`config.mk`:
```
export PLATFORM = sky130hd
export DESIGN_NAME = trap_controller
export DESIGN_NICKNAME = d
export VERILOG_FILES = /design/src/rtl/trap_controller.sv
export SDC_FILE = /design/constraint.sdc
export NUM_CORES = 1
export LEC_CHECK = 0
export CAP_MARGIN = 30
export CELL_PAD_IN_SITES_DETAIL_PLACEMENT = 0
export CELL_PAD_IN_SITES_GLOBAL_PLACEMENT = 2
export CORE_MARGIN = 2
export CORE_UTILIZATION = 34
export CTS_BUF_LIST = sky130_fd_sc_hd__clkbuf_8
export CTS_CLUSTER_DIAMETER = 150
export CTS_CLUSTER_SIZE = 14
export DETAILED_ROUTE_END_ITERATION = 6
export PLACE_DENSITY = 0.95
export SLEW_MARGIN = 20
export SYNTH_ARGS = -nofsm -noshare
export SYNTH_HDL_FRONTEND = slang
export SYNTH_SLANG_ARGS = --single-unit
```
`constraint.sdc`:
```
create_clock -name i_clk -period 21.6 [get_ports i_clk]
set_input_delay 2.16 -clock i_clk [delete_from_list [all_inputs] [get_ports i_clk]]
set_output_delay 2.16 -clock i_clk [all_outputs]
set_load 0.02 [all_outputs]
```
`src/rtl/trap_controller.sv`:
```
// Machine-mode trap controller: prioritises exceptions and masked interrupts,
// owns the trap CSRs and sequences trap entry / MRET through a redirect handshake.
module trap_controller #(
    parameter int              XLEN       = 64,
    parameter int              NUM_IRQ    = 4,
    parameter logic [XLEN-1:0] TVEC_RESET = {XLEN{1'b0}}
) (
    input  logic               i_clk,
    input  logic               i_rst,
    input  logic               i_exc_valid,
    input  logic [3:0]         i_exc_code,
    input  logic [XLEN-1:0]    i_exc_pc,
    input  logic [XLEN-1:0]    i_exc_tval,
    input  logic               i_irq_mti,
    input  logic               i_irq_mei,
    input  logic [NUM_IRQ-1:0] i_irq_plat,
    input  logic [XLEN-1:0]    i_int_pc,
    input  logic               i_mret,
    input  logic               i_csr_we,
    input  logic [11:0]        i_csr_addr,
    input  logic [XLEN-1:0]    i_csr_wdata,
    output logic [XLEN-1:0]    o_csr_rdata,
    output logic               o_flush,
    output logic               o_redirect_valid,
    output logic [XLEN-1:0]    o_redirect_pc,
    input  logic               i_redirect_ready,
    output logic               o_busy
);

    localparam logic [11:0] CSR_MSTATUS = 12'h300;
    localparam logic [11:0] CSR_MIE     = 12'h304;
    localparam logic [11:0] CSR_MTVEC   = 12'h305;
    localparam logic [11:0] CSR_MEPC    = 12'h341;
    localparam logic [11:0] CSR_MCAUSE  = 12'h342;
    localparam logic [11:0] CSR_MTVAL   = 12'h343;
    localparam logic [11:0] CSR_MIP     = 12'h344;

    localparam logic [XLEN-1:0] PC_ALIGN = {{(XLEN-2){1'b1}}, 2'b00};

    typedef enum logic [1:0] {
        IDLE     = 2'd0,
        TRAP_RDR = 2'd1,
        RET_RDR  = 2'd2
    } state_t;

    // Places the interrupt sources on their mip/mie bit positions.
    function automatic logic [XLEN-1:0] f_irq_map(input logic mti, input logic mei,
                                                   input logic [NUM_IRQ-1:0] plat);
        logic [XLEN-1:0] v;
        v     = {XLEN{1'b0}};
        v[7]  = mti;
        v[11] = mei;
        for (int i = 0; i < NUM_IRQ; i++) begin
            v[16+i] = plat[i];
        end
        return v;
    endfunction

    localparam logic [XLEN-1:0] MIE_MASK = f_irq_map(1'b1, 1'b1, {NUM_IRQ{1'b1}});

    state_t          r_state;
    logic            r_mstatus_mie;
    logic            r_mstatus_mpie;
    logic [XLEN-1:0] r_mie;
    logic [XLEN-1:0] r_mtvec;
    logic [XLEN-1:0] r_mepc;
    logic [XLEN-1:0] r_mcause;
    logic [XLEN-1:0] r_mtval;
    logic            r_flush;
    logic            r_redirect_valid;
    logic [XLEN-1:0] r_redirect_pc;
    logic            r_busy;

    logic [XLEN-1:0] w_mip;
    logic [XLEN-1:0] w_irq_act;
    logic            w_irq_pend;
    logic [4:0]      w_plat_code;
    logic [4:0]      w_int_code;
    logic            w_idle;
    logic            w_take_exc;
    logic            w_take_int;
    logic            w_take_trap;
    logic            w_take_mret;
    logic [XLEN-1:0] w_cause;
    logic [XLEN-1:0] w_tvec_base;
    logic [XLEN-1:0] w_trap_target;
    logic [XLEN-1:0] w_mstatus;
    logic [XLEN-1:0] w_csr_rdata;
    logic            w_wr_mstatus;
    logic            w_wr_mie;
    logic            w_wr_mtvec;
    logic            w_wr_mepc;
    logic            w_wr_mcause;
    logic            w_wr_mtval;

    assign w_mip      = f_irq_map(i_irq_mti, i_irq_mei, i_irq_plat);
    assign w_irq_act  = w_mip & r_mie;
    assign w_irq_pend = r_mstatus_mie && (|w_irq_act);

    // Lowest-numbered enabled platform line wins among the platform sources.
    always_comb begin
        w_plat_code = 5'd16;
        for (int i = NUM_IRQ - 1; i >= 0; i--) begin
            w_plat_code = w_irq_act[16+i] ? 5'(16 + i) : w_plat_code;
        end
    end

    // Fixed interrupt priority: MEI, then MTI, then platform lines.
    always_comb begin
        w_int_code = 5'd0;
        if (w_irq_act[11]) begin
            w_int_code = 5'd11;
        end else if (w_irq_act[7]) begin
            w_int_code = 5'd7;
        end else begin
            w_int_code = w_plat_code;
        end
    end

    assign w_idle      = (r_state == IDLE);
    assign w_take_exc  = w_idle && i_exc_valid;
    assign w_take_int  = w_idle && !i_exc_valid && w_irq_pend;
    assign w_take_trap = w_take_exc || w_take_int;
    assign w_take_mret = w_idle && i_mret && !w_take_trap;

    assign w_cause = w_take_exc ? {{(XLEN-4){1'b0}}, i_exc_code}
                                : {1'b1, {(XLEN-6){1'b0}}, w_int_code};

    assign w_tvec_base   = {r_mtvec[XLEN-1:2], 2'b00};
    assign w_trap_target = (w_take_int && r_mtvec[0])
                         ? w_tvec_base + {{(XLEN-7){1'b0}}, w_int_code, 2'b00}
                         : w_tvec_base;

    // A trap entering this cycle owns the registers it saves into.
    assign w_wr_mstatus = i_csr_we && (i_csr_addr == CSR_MSTATUS) && !w_take_trap;
    assign w_wr_mepc    = i_csr_we && (i_csr_addr == CSR_MEPC)    && !w_take_trap;
    assign w_wr_mcause  = i_csr_we && (i_csr_addr == CSR_MCAUSE)  && !w_take_trap;
    assign w_wr_mtval   = i_csr_we && (i_csr_addr == CSR_MTVAL)   && !w_take_trap;
    assign w_wr_mie     = i_csr_we && (i_csr_addr == CSR_MIE);
    assign w_wr_mtvec   = i_csr_we && (i_csr_addr == CSR_MTVEC);

    assign w_mstatus = {{(XLEN-13){1'b0}}, 2'b11, 3'b000, r_mstatus_mpie,
                        3'b000, r_mstatus_mie, 3'b000};

    // CSR read mux; unowned addresses read as zero.
    always_comb begin
        w_csr_rdata = {XLEN{1'b0}};
        case (i_csr_addr)
            CSR_MSTATUS: w_csr_rdata = w_mstatus;
            CSR_MIE:     w_csr_rdata = r_mie;
            CSR_MTVEC:   w_csr_rdata = r_mtvec;
            CSR_MEPC:    w_csr_rdata = r_mepc;
            CSR_MCAUSE:  w_csr_rdata = r_mcause;
            CSR_MTVAL:   w_csr_rdata = r_mtval;
            CSR_MIP:     w_csr_rdata = w_mip;
            default:     w_csr_rdata = {XLEN{1'b0}};
        endcase
    end

    // Trap FSM, CSR state and registered redirect outputs.
    always_ff @(posedge i_clk or posedge i_rst) begin
        if (i_rst) begin
            r_state          <= IDLE;
            r_mstatus_mie    <= 1'b0;
            r_mstatus_mpie   <= 1'b0;
            r_mie            <= {XLEN{1'b0}};
            r_mtvec          <= TVEC_RESET;
            r_mepc           <= {XLEN{1'b0}};
            r_mcause         <= {XLEN{1'b0}};
            r_mtval          <= {XLEN{1'b0}};
            r_flush          <= 1'b0;
            r_redirect_valid <= 1'b0;
            r_redirect_pc    <= {XLEN{1'b0}};
            r_busy           <= 1'b0;
        end else begin
            r_flush <= 1'b0;
            if (w_wr_mie) begin
                r_mie <= i_csr_wdata & MIE_MASK;
            end
            if (w_wr_mtvec) begin
                r_mtvec <= {i_csr_wdata[XLEN-1:2], 1'b0, i_csr_wdata[0]};
            end
            if (w_wr_mstatus) begin
                r_mstatus_mie  <= i_csr_wdata[3];
                r_mstatus_mpie <= i_csr_wdata[7];
            end
            if (w_wr_mepc) begin
                r_mepc <= i_csr_wdata & PC_ALIGN;
            end
            if (w_wr_mcause) begin
                r_mcause <= i_csr_wdata;
            end
            if (w_wr_mtval) begin
                r_mtval <= i_csr_wdata;
            end

            case (r_state)
                IDLE: begin
                    if (w_take_trap) begin
                        r_state          <= TRAP_RDR;
                        r_mepc           <= (w_take_exc ? i_exc_pc : i_int_pc) & PC_ALIGN;
                        r_mcause         <= w_cause;
                        r_mtval          <= w_take_exc ? i_exc_tval : {XLEN{1'b0}};
                        r_mstatus_mpie   <= r_mstatus_mie;
                        r_mstatus_mie    <= 1'b0;
                        r_flush          <= 1'b1;
                        r_redirect_valid <= 1'b1;
                        r_redirect_pc    <= w_trap_target;
                        r_busy           <= 1'b1;
                    end else if (w_take_mret) begin
                        r_state          <= RET_RDR;
                        r_mstatus_mie    <= r_mstatus_mpie;
                        r_mstatus_mpie   <= 1'b1;
                        r_flush          <= 1'b1;
                        r_redirect_valid <= 1'b1;
                        r_redirect_pc    <= r_mepc;
                        r_busy           <= 1'b1;
                    end
                end
                TRAP_RDR, RET_RDR: begin
                    if (i_redirect_ready) begin
                        r_state          <= IDLE;
                        r_redirect_valid <= 1'b0;
                        r_busy           <= 1'b0;
                    end
                end
                default: begin
                    r_state          <= IDLE;
                    r_redirect_valid <= 1'b0;
                    r_busy           <= 1'b0;
                end
            endcase
        end
    end

    assign o_csr_rdata      = w_csr_rdata;
    assign o_flush          = r_flush;
    assign o_redirect_valid = r_redirect_valid;
    assign o_redirect_pc    = r_redirect_pc;
    assign o_busy           = r_busy;

endmodule

```
==> impl_summary.txt <==
----------------------------------------------------
[Timing]
  RSZ-0062 raised after global routing ... no
  Number of setup violations in the final report ... 0
  Max_slew headroom ... 31.9%
  Post-route clock skew ... 19.9 ps
  Worst-margin pin slew ... 1020 ps
  Fin Hold WS ... 526 ps
  Top achievable clock speed ... 126 MHz
  Hold violation count in the final report ... 0
  Number of max-slew violations in the final report ... 0
  Share of the clock period used by the worst path ... 36.7%
  Clock period minus worst slack ... 7930 ps
  Final worst setup slack ... 13670 ps
  Setup TNS Final ... 0 ps

[Routing]
  Drt total wl ... 67600 microns
  Antenna violation net count after detailed routing ... 0
  Via/cell ratio ... 5.55
  Post-route DRC ... 0
  WL per Instance ... 22.6 microns
  Via Count ... 16600
  First-iteration detailed-routing DRC count ... 1232
  Total iterations of the first detailed-routing run ... 5

[Synthesis]
  Syn_nets ... 2280
  Number of warnings printed during yosys synthesis ... 0
  Leading cell types by count after synthesis ... 483 x nand2_1, 331 x dfrtp_1, 151 x o21ai_0, 144 x mux2i_1, 137 x clkbuf_1
  Synth Instances ... 1989
  Cell types occupying the most area after synthesis ... dfrtp_1 46%, nand2_1 10%, mux2i_1 8.0%, mux2_2 4.6%, o21ai_0 4.2%
  Sequential element share of the synthesized area ... 46.0%
  Most used DFF post-synth ... dfrtp_1
  Fraction of synthesized cell area taken by the top area cell type ... 46.0%
  Yosys top cell by area ... dfrtp_1
  Number of enable flip-flop cells after synthesis ... 0
  Fraction of registers with async set or reset after synthesis ... 100%
  Synthesized flop and latch total ... 331
  Avg Synthesized Cell Area ... 9.05 sq um
  Count of different cell masters after synthesis ... 58
  Most frequent cell after synthesis ... nand2_1
  Syn Std Cell Area ... 18000 sq um

[Floorplanning]
  Number of placement rows ... 84
  Full die area ... 54800 sq um
  Top Ports ... 415
  Vertical die dimension ... 234 microns
  Core area ... 52400 sq um
  Initial core utilization ... 34.3%
  Die Span X ... 234 microns

[Final layout]
  Synth-to-layout area growth ... 28.9%
  Final standard cell utilization of the core ... 44.2%
  Share of cells above drive strength 1 ... 6.99%
  Final layout net count ... 2595

[Pwr]
  Power per cell area ... 91.2 nW/um^2
  Leak Pwr ... 10.1 nW
  Highest ir drop seen on vdd ... 0.0000614 V

[Run]
  Reported max-cap violation count ... 0

[Run status]
  Run status ... finished, final reports clean

[Clock tree]
  Clock transition time at the flip-flop clock pins of the worst setup and hold paths ... 90 ps
  Clock sink total ... 331
  Number of buffers created by CTS ... 27
  Resized Gates After CTS ... 0
  Master cell of the clock root buffer ... clkbuf_8
  Max Root-Sink Buffers ... 3
  TritonCTS clock tree ... done
  Number of buffers added to fix hold violations after cts ... 0
  Clock latency at the later pin of the worst-skew pair ... 620 ps
  Level count of the clock H-tree ... 1
  Post-CTS repair timing setup buffer count ... 0

[Setup path]
  Arrival time at the worst endpoint ... 5770 ps
  Launching point of the worst reg2reg path ... r_mie[18]
  Endpoint of the worst-slack reg-to-reg timing path ... o_redirect_pc[52]
  Critical path class ... input pin to output port
  Worst path slowest cell ... buf_4
  Critical-path cell list ... clkdlybuf4s50_1, or4_4, or4_4, nor3b_2, buf_4, a22oi_1, o21ai_0, clkdlybuf4s50_1
  Kind of cell adding the most delay to the critical path ... buffers and inverters
  Critical path data required time ... 19440 ps
  Critical path capture point type ... output port
  Highest fanout seen on the critical path ... 65
  Combined buffer and inverter count along the critical path ... 3
  Slowest Stage Delay on Critical Path ... 710 ps
  Sort of element at the start of the critical path ... input pin
  Register-to-register setup slack ... 17360 ps
  Number of cells on the worst reg-to-reg path ... 11

[GRT]
  Number of antenna violations at the first check in global routing ... 3
  GRT Residual Overflow ... 0
  Overall Global Routing Usage ... 24.1%
  Vias in the first global route ... 16500
  Wire length of the first global-routing pass ... 102000 microns
  Pin count of the biggest net entering global routing ... 128

[Placement]
  Estimated wirelength of the detail-placed design ... 43600 microns
  Routability-driven placement congestion ratio ... 0.823
  Port Buffers ... 410
  Placement-stage worst setup slack ... 13770 ps

[Min path]
  Endpoint of the worst hold path ... o_redirect_pc[0]
  Kind of path behind the tightest hold check ... register to register
  Source of the worst hold timing path ... o_redirect_pc[0]
  Hold Crit Depth ... 1

----------------------------------------------------
## power breakdown
| part | internal [mW] | leakage (nW) | total, mW | switching (mW) |
|---|---|---|---|---|
| Clock | 0.112 | 0.194 | 0.324 | 0.212 |
| Combinational | 0.360 | 5.70 | 0.857 | 0.497 |
| Sequential | 0.801 | 4.23 | 0.932 | 0.131 |
## metal layers
| metal | vias to the layer above | global-route usage (%) | routed length, microns |
|---|---|---|---|
| li1 | 7670 | - | - |
| met3 | 67 | 4.28 | 4230 |
| met1 | 8319 | 33.0 | 29700 |
| met4 | 0 | 4.94 | 1210 |
| met2 | 567 | 39.9 | 32500 |
| met5 | - | 0 | 0 |
## cell usage in the layout, fill, tap and decap left out, drive strengths merged, types with 4 or more instances in the layout
| cell type | netlist | layout |
|---|---|---|
| dfrtp | 331 | 331 |
| o21ai | 152 | 152 |
| nor2 | 43 | 43 |
| nor4 | 17 | 17 |
| mux2 | 73 | 73 |
| mux2i | 144 | 144 |
| nor3 | 16 | 16 |
| and3 | 106 | 106 |
| clkbuf | 137 | 27 |
| nand2 | 484 | 484 |
| clkdlybuf4s50 | 0 | 408 |
| diode | 0 | 4 |
| nand4 | 17 | 17 |
| xnor2 | 44 | 44 |
| a222oi | 4 | 4 |
| and2 | 4 | 4 |
| a22oi | 77 | 77 |
| nand3 | 25 | 25 |
| a221oi | 4 | 4 |
| and4 | 8 | 8 |
| a211oi | 47 | 47 |
| inv | 14 | 14 |
| or4 | 4 | 4 |
| ha | 6 | 6 |
| a31oi | 70 | 70 |
| xor2 | 5 | 5 |
| a21oi | 98 | 98 |
| buf | 23 | 38 |
## cell type report
cell class	instances	area [sq um]
Inverter	14	60.1
Multi-Input combinational cell	1484	9090
Sequential cell	331	8280
Tap cell	688	861
Antenna cell	4	10.0
Clock inverter	1	7.51
Fill cell	5072	29300
Clock buffer	27	372
Timing Repair Buffer	446	4500
## sequential cells by signal, indices dropped and copies added, names as in the netlist
signal and cells:
o_flush 1, o_redirect_pc 64, o_redirect_valid 1, r_mcause 64
r_mepc 64, r_mie 6, r_mstatus_mie 1, r_mstatus_mpie 1
r_mtval 64, r_mtvec 63, r_state 2
## worst reg2reg max path: stages, from the launching register on
cell	delay, ps
dfrtp_1	420
nand2_1	90
a32oi_1	140
o21ai_0	420
ha_1	300
fa_1	260
a211oi_1	100
o21bai_1	580
nand3_1	610
nor4_2	830
mux2i_1	260
o21ai_0	90
## logic make-up after synthesis
kind of cell	count (synthesis)	share of synthesized area, %
AO/OA/AOI/OAI	475	16.1
multiplexers	217	12.6
adder cells (fa/ha/maj)	7	0.529
XOR/XNOR	49	2.39
flip-flops	331	46.0
AND/OR/NAND/NOR	736	18.4
buffers and inverters	174	3.97
## stage by stage
step / cells / power, mW / area [sq um]
final: 2995 / 2.11 / 23200
after global routing: 2994 / 2.25 / 23200
after CTS: 2985 / 2.13 / 23000
after detailed placement: 2957 / 1.80 / 22600
after global placement: 2954 / 1.77 / 22600
after floorplan: 1989 / 1.41 / 18000
## worst max path at each step
stage	start	endpoint	slack (ps)	cells after the start
2_1_floorplan	i_rst	o_flush	10270	1
3_3_place_gp	i_csr_addr[3]	o_csr_rdata[42]	13760	8
3_5_place_dp	i_csr_addr[3]	o_csr_rdata[10]	13770	8
4_1_cts	i_csr_addr[3]	o_csr_rdata[10]	13750	8
6_report	i_csr_addr[3]	o_csr_rdata[10]	13670	8
5_1_grt	i_csr_addr[3]	o_csr_rdata[10]	13570	8
Power figures use the tool's default switching activity.
==> RTL edit 1 (same flow settings) <==
Change the parameter `XLEN` from 64 to 68.
--- a/src/rtl/trap_controller.sv
+++ b/src/rtl/trap_controller.sv
@@ -1,7 +1,7 @@
 // Machine-mode trap controller: prioritises exceptions and masked interrupts,
 // owns the trap CSRs and sequences trap entry / MRET through a redirect handshake.
 module trap_controller #(
-    parameter int              XLEN       = 64,
+    parameter int              XLEN       = 68,
     parameter int              NUM_IRQ    = 4,
     parameter logic [XLEN-1:0] TVEC_RESET = {XLEN{1'b0}}
 ) (
Interface: changed (6 resized); port bits go from 415 to 439. The function was not compared with the original's and may differ.
==> RTL edit 1 against the original RTL <==
The flow now finishes with violations (design-rule violations); non-clock buffer count grew 25; wire length grew 9.7%; sequential cell count grew 20; combinational power grew 2%; register-to-register slack lost 250 ps; area after synthesis grew 4.5%; worst setup slack lost 620 ps; final area grew 4.6%; cell count grew 1.7%; critical path depth grew 1; total power grew 5.1%; largest cell class unchanged; highest routed layer unchanged.
==> RTL edit 1: results (changes against the original RTL) <==
[run_status]
outcome = complete, but fails checks
violations = design-rule violations

[detailed_routing]
post-route-drc-count = 1  ; +1
drt_iter0_drc = 1727  ; +40%
via_per_inst = 5.94  ; +7.1%
wl_mm = 74.2  ; +9.7%
dr_wl_met3_mm = 5.01  ; +18%
dr.pass1.iters = 7  ; +2
drt-met1-wl_mm = 31.3  ; +5.5%
route.met2.wl_mm = 36.0  ; +11%

[critical_path]
critPathLaunch = i_csr_addr[8]
setup.worst_path.end = o_csr_rdata[12]
cp_max_fo = 71  ; +9.2%
rr_worst_depth = 10  ; -1
arrival_ps = 6390  ; +620 ps
r2r-end = r_mcause[67]$_DFF_PP0_
rr_startpoint = r_mie[19]$_DFFE_PP0P_

[final_layout]
drive_above_1_share = 0.0722  ; +0.00225
nets = 2648  ; +2.0%

[synthesis]
synthTopCellsByCount = 409 x nand2_1, 351 x dfrtp_1, 194 x and3_1
netlist_top_cells_area = dfrtp_1 47%, nand2_1 8.2%, and3_1 6.5%, a211oi_1 4.8%, mux2_2 4.4%
ys_seq_area_frac = 0.467  ; +0.00673
synth_nets = 2333  ; +2.3%
synth_cells = 2026  ; +1.9%

[clock_tree]
insertion_delay_ps = 660  ; +40 ps
cts-buffers-inserted = 29  ; +7.4%

[grt]
antenna_found_initial = 1  ; -2
grt_start_max_net_pins = 160  ; +25%
grt_util_met3 = 0.0378  ; -0.00504
track_usage = 0.253  ; +0.0123

[timing]
tightest_slew_ps = 991  ; -29.8 ps
fin_skew_ps = 23.6  ; +3.74 ps

[pwr]
irDropWorstVdd_mv = 0.0463  ; -25%

[min_path]
min_from = r_mcause[25]$_DFF_PP0_
hold_path_depth = 2  ; +1

[place]
io_buffers = 434  ; +5.9%
dpl_cell_area_mm2 = 0.0237  ; +4.8%
routabilityCongestion = 0.849  ; +3.1%
pre_cts_slack_ps = 13180  ; -592 ps
placedCellCount = 3010  ; +1.8%
hpwlAfterDp_mm = 48.6  ; +11%

-- RTL edit 1: cell count changes after synthesis, sizes merged, moves of 11 or more --
| cell | unedited run | this run |
|---|---|---|
| a222oi | 4 | 34 |
| a211oi | 47 | 119 |
| nand3 | 25 | 100 |
| mux2i | 144 | 13 |
| and3 | 106 | 194 |
| a22oi | 77 | 88 |
| a21oi | 98 | 55 |
| clkbuf | 137 | 161 |
| dfrtp | 331 | 351 |
| nand2 | 484 | 409 |
| o21ai | 152 | 22 |
| a221o | 3 | 70 |
-- RTL edit 1: layout make-up --
type                       count  area [um2]  share of cell area
sequential                   351        8780               0.362
inverter                      13        56.3             0.00232
antenna                        1        2.50            0.000103
clock inverter                 3        27.5             0.00114
timing repair buffer         471        4750               0.196
multi-input combinational   1475        9350               0.385
clock buffer                  29         399              0.0165
tap                          704         881              0.0363
-- RTL edit 1: cells by family after synthesis --
kind of cell	after synthesis	synth area share
AO/OA/AOI/OAI	480	0.191
XOR/XNOR	54	0.0252
adder cells (fa/ha/maj)	7	0.00506
buffers and inverters	200	0.0412
flip-flops	351	0.467
multiplexers	87	0.0512
AND/OR/NAND/NOR	847	0.219
-- RTL edit 1: where the power goes --
part	switching, W	total [W]	leakage [nW]	internal [W]
Clock	0.000230	0.000351	0.221	0.000122
Sequential	0.000149	0.000999	4.48	0.000850
Combinational	0.000484	0.000870	6.03	0.000386
Total	0.000863	0.00222	10.7	0.00136
-- RTL edit 1: worst max-delay path, stage by stage --
cell,delay (ps)
clkdlybuf4s50_1,450
nor4bb_1,550
nand4b_1,440
nor2_4,190
buf_4,640
buf_4,700
a221o_1,270
a221o_1,130
clkdlybuf4s50_1,650
==> RTL edit 2 (config.mk and constraints unchanged) <==
Made on the original files. Register the output `o_redirect_pc` once more, with the module's reset; this adds one clock of latency there. The other outputs are not delayed to match.
--- a/src/rtl/trap_controller.sv
+++ b/src/rtl/trap_controller.sv
@@ -236,7 +236,13 @@
     assign o_csr_rdata      = w_csr_rdata;
     assign o_flush          = r_flush;
     assign o_redirect_valid = r_redirect_valid;
-    assign o_redirect_pc    = r_redirect_pc;
+    always_ff @(posedge i_clk or posedge i_rst) begin
+        if (i_rst) begin
+            o_redirect_pc <= '0;
+        end else begin
+            o_redirect_pc <= r_redirect_pc;
+        end
+    end
     assign o_busy           = r_busy;
 
 endmodule
Check against the original RTL: not settled (the Yosys comparison gave no result); the edit may change what the design does.
==> RTL edit 2 against the original RTL <==
Combinational power is 3.5% lower; register-to-register slack got worse by 200 ps; sequential cell count rose by 64; worst setup slack better by 180 ps; final area up 8.1%; utilization shrank 0.70 points; total power up 13%; area after synthesis grew 9.7%; wire length up 7.1%; highest routed layer unchanged.
==> RTL edit 2: results (changes against the original RTL) <==
[synthesis]
synthTopCellsByCount = 600 x nand2_1, 395 x dfrtp_1, 192 x a22oi_1
async_reset_ff_frac = 1.00  ; unchanged
netlist_top_cells_area = dfrtp_1 50%, nand2_1 11%, a22oi_1 7.3%, mux2_2 4.1%, and3_1 4.0%
synth_cell_type_count = 66  ; +14%
synth_ff_type = dfrtp_1
yosysWarningCount = 0  ; unchanged
synth_nets = 2420  ; +6.1%
ys_seq_area_frac = 0.501  ; +0.0405

[grt]
grt_pass1_vias = 17800  ; +7.9%
track_usage = 0.237  ; -0.00372
grt_pass1_wl_mm = 110  ; +8.7%
antenna_found_initial = 4  ; +1
grt_start_max_net_pins = 174  ; +36%

[critical_path]
rr_startpoint = r_state[0]$_DFFE_PP0P_
cp_max_fo = 64  ; -1.5%
arrival_ps = 5600  ; -170 ps
rr_worst_depth = 8  ; -3
critPathSlowestCell = buf_4
critPathLaunch = i_csr_addr[3]
critical-path-max-stage-delay_ps = 720
start_kind = primary input

[min_path]
hold_path_depth = 0  ; -1
min_from = r_redirect_pc[29]$_DFFE_PP0P_

[final_layout]
drive_above_1_share = 0.0717  ; +0.00175
nets = 2731  ; +5.2%
fillCellCount = 5549  ; +9.4%

[place]
dpl_cell_area_mm2 = 0.0245  ; +8.1%
io_buffers = 410  ; unchanged
routabilityCongestion = 0.818  ; -0.64%
hpwlAfterDp_mm = 48.7  ; +12%

[clock_tree]
postCtsSetupBuffers = 0  ; unchanged
cts.clk_slew.worst_paths_ps = 110  ; +20 ps
cts-buffers-inserted = 34  ; +26%
cts_resized = 0  ; unchanged
clockRootBuffer = clkbuf_8
clk_path_buf_depth = 3  ; unchanged
h-tree-depth = 2  ; +1

[timing]
fin_skew_ps = 27.8  ; +7.96 ps
tightest_slew_ps = 1070  ; +52.8 ps
setup_viol = 0  ; unchanged

[detailed_routing]
drt-met1-wl_mm = 32.0  ; +7.9%
dr_wl_met3_mm = 5.17  ; +22%
drt_iter0_drc = 1662  ; +35%
dr.pass1.iters = 7  ; +2
via_per_inst = 5.67  ; +2.2%
wl_per_cell_um = 22.6  ; about the same
route.met2.wl_mm = 33.9  ; +4.2%

[run_status]
outcome = completed

[pwr]
power_leakage_nw = 11.3  ; +11%
irDropWorstVdd_mv = 0.0618  ; +0.61%
p_int_w = 0.00150  ; +18%

[RTL edit 2: cell types whose count changed in the layout (fill, tap and decap cells not counted), sizes merged, moves of 25 or more]
cell | before | now
a21oi | 98 | 30
a22oi | 77 | 192
a31oi | 70 | 95
dfrtp | 331 | 395
mux2i | 144 | 24
nand2 | 484 | 600
nand3 | 25 | 107
o21ai | 152 | 19
xnor2 | 44 | 6
[RTL edit 2: final timing paths]
path / end / slack, ps
worst max register to register: r_redirect_pc[49]$_DFFE_PP0P_ / 17160
max in group asynchronous: r_mcause[37]$_DFF_PP0_ / 17330
worst max-delay path: o_csr_rdata[19] / 13840
min in group asynchronous: r_mcause[0]$_DFF_PP0_ / 2040
worst min register to register: o_redirect_pc[29]$_DFF_PP0_ / 360
worst min-delay path: o_redirect_pc[29]$_DFF_PP0_ / 360
[RTL edit 2: power groups by stage]
| stage | registers, W | clock network, W | logic (W) |
|---|---|---|---|
| 4_1_cts | 0.00115 | 0.000425 | 0.000831 |
| 6_report | 0.00115 | 0.000411 | 0.000827 |
| 3_5_place_dp | 0.00116 | 0 | 0.000827 |
| 5_1_grt | 0.00117 | 0.000451 | 0.000906 |
| 2_1_floorplan | 0.00117 | 0 | 0.000426 |
| 3_3_place_gp | 0.00115 | 0 | 0.000810 |
[RTL edit 2: critical path: cells and delay by family]
kind / cells / cell delay [ps]
compound gates: 1 / 310
buf+inv: 3 / 1770
simple gates: 4 / 1330
[RTL edit 2: final cells by class]
class | count | area share
Timing Repair Buffer | 438 | 0.176
Tap cell | 765 | 0.0382
Clock inverter | 1 | 0.000649
Inverter | 11 | 0.00195
Antenna cell | 3 | 0.000300
Clock buffer | 37 | 0.0203
Sequential cell | 395 | 0.395
Multi-Input combinational cell | 1560 | 0.368
[RTL edit 2: kinds of logic (layout without fill, tap and decap cells)]
logic type / Yosys count / after routing / synth area share
simple gates: 986 / 986 / 0.233
compound gates: 460 / 460 / 0.166
flops: 395 / 395 / 0.501
buf+inv: 174 / 487 / 0.0366
mux: 95 / 95 / 0.0527
xor+xnor: 12 / 12 / 0.00533
fa+ha+maj: 7 / 7 / 0.00482
other cells: 0 / 3 / 0
[RTL edit 2: metrics by stage]
stage,std cells,hold WS (ps),setup slack (ps),utilization
global route,3209,373,13700,0.435
CTS,3204,351,13930,0.434
global placement,3162,359,13970,0.424
floorplan,2129,349,8460,-
detailed placement,3166,362,13940,0.425
finish,3210,363,13840,0.435
[RTL edit 2: layer usage]
layer,track usage,vias up
met1,0.335,9057
met3,0.0351,88
met2,0.381,745
li1,-,8318
met5,0,-
met4,0.0604,0
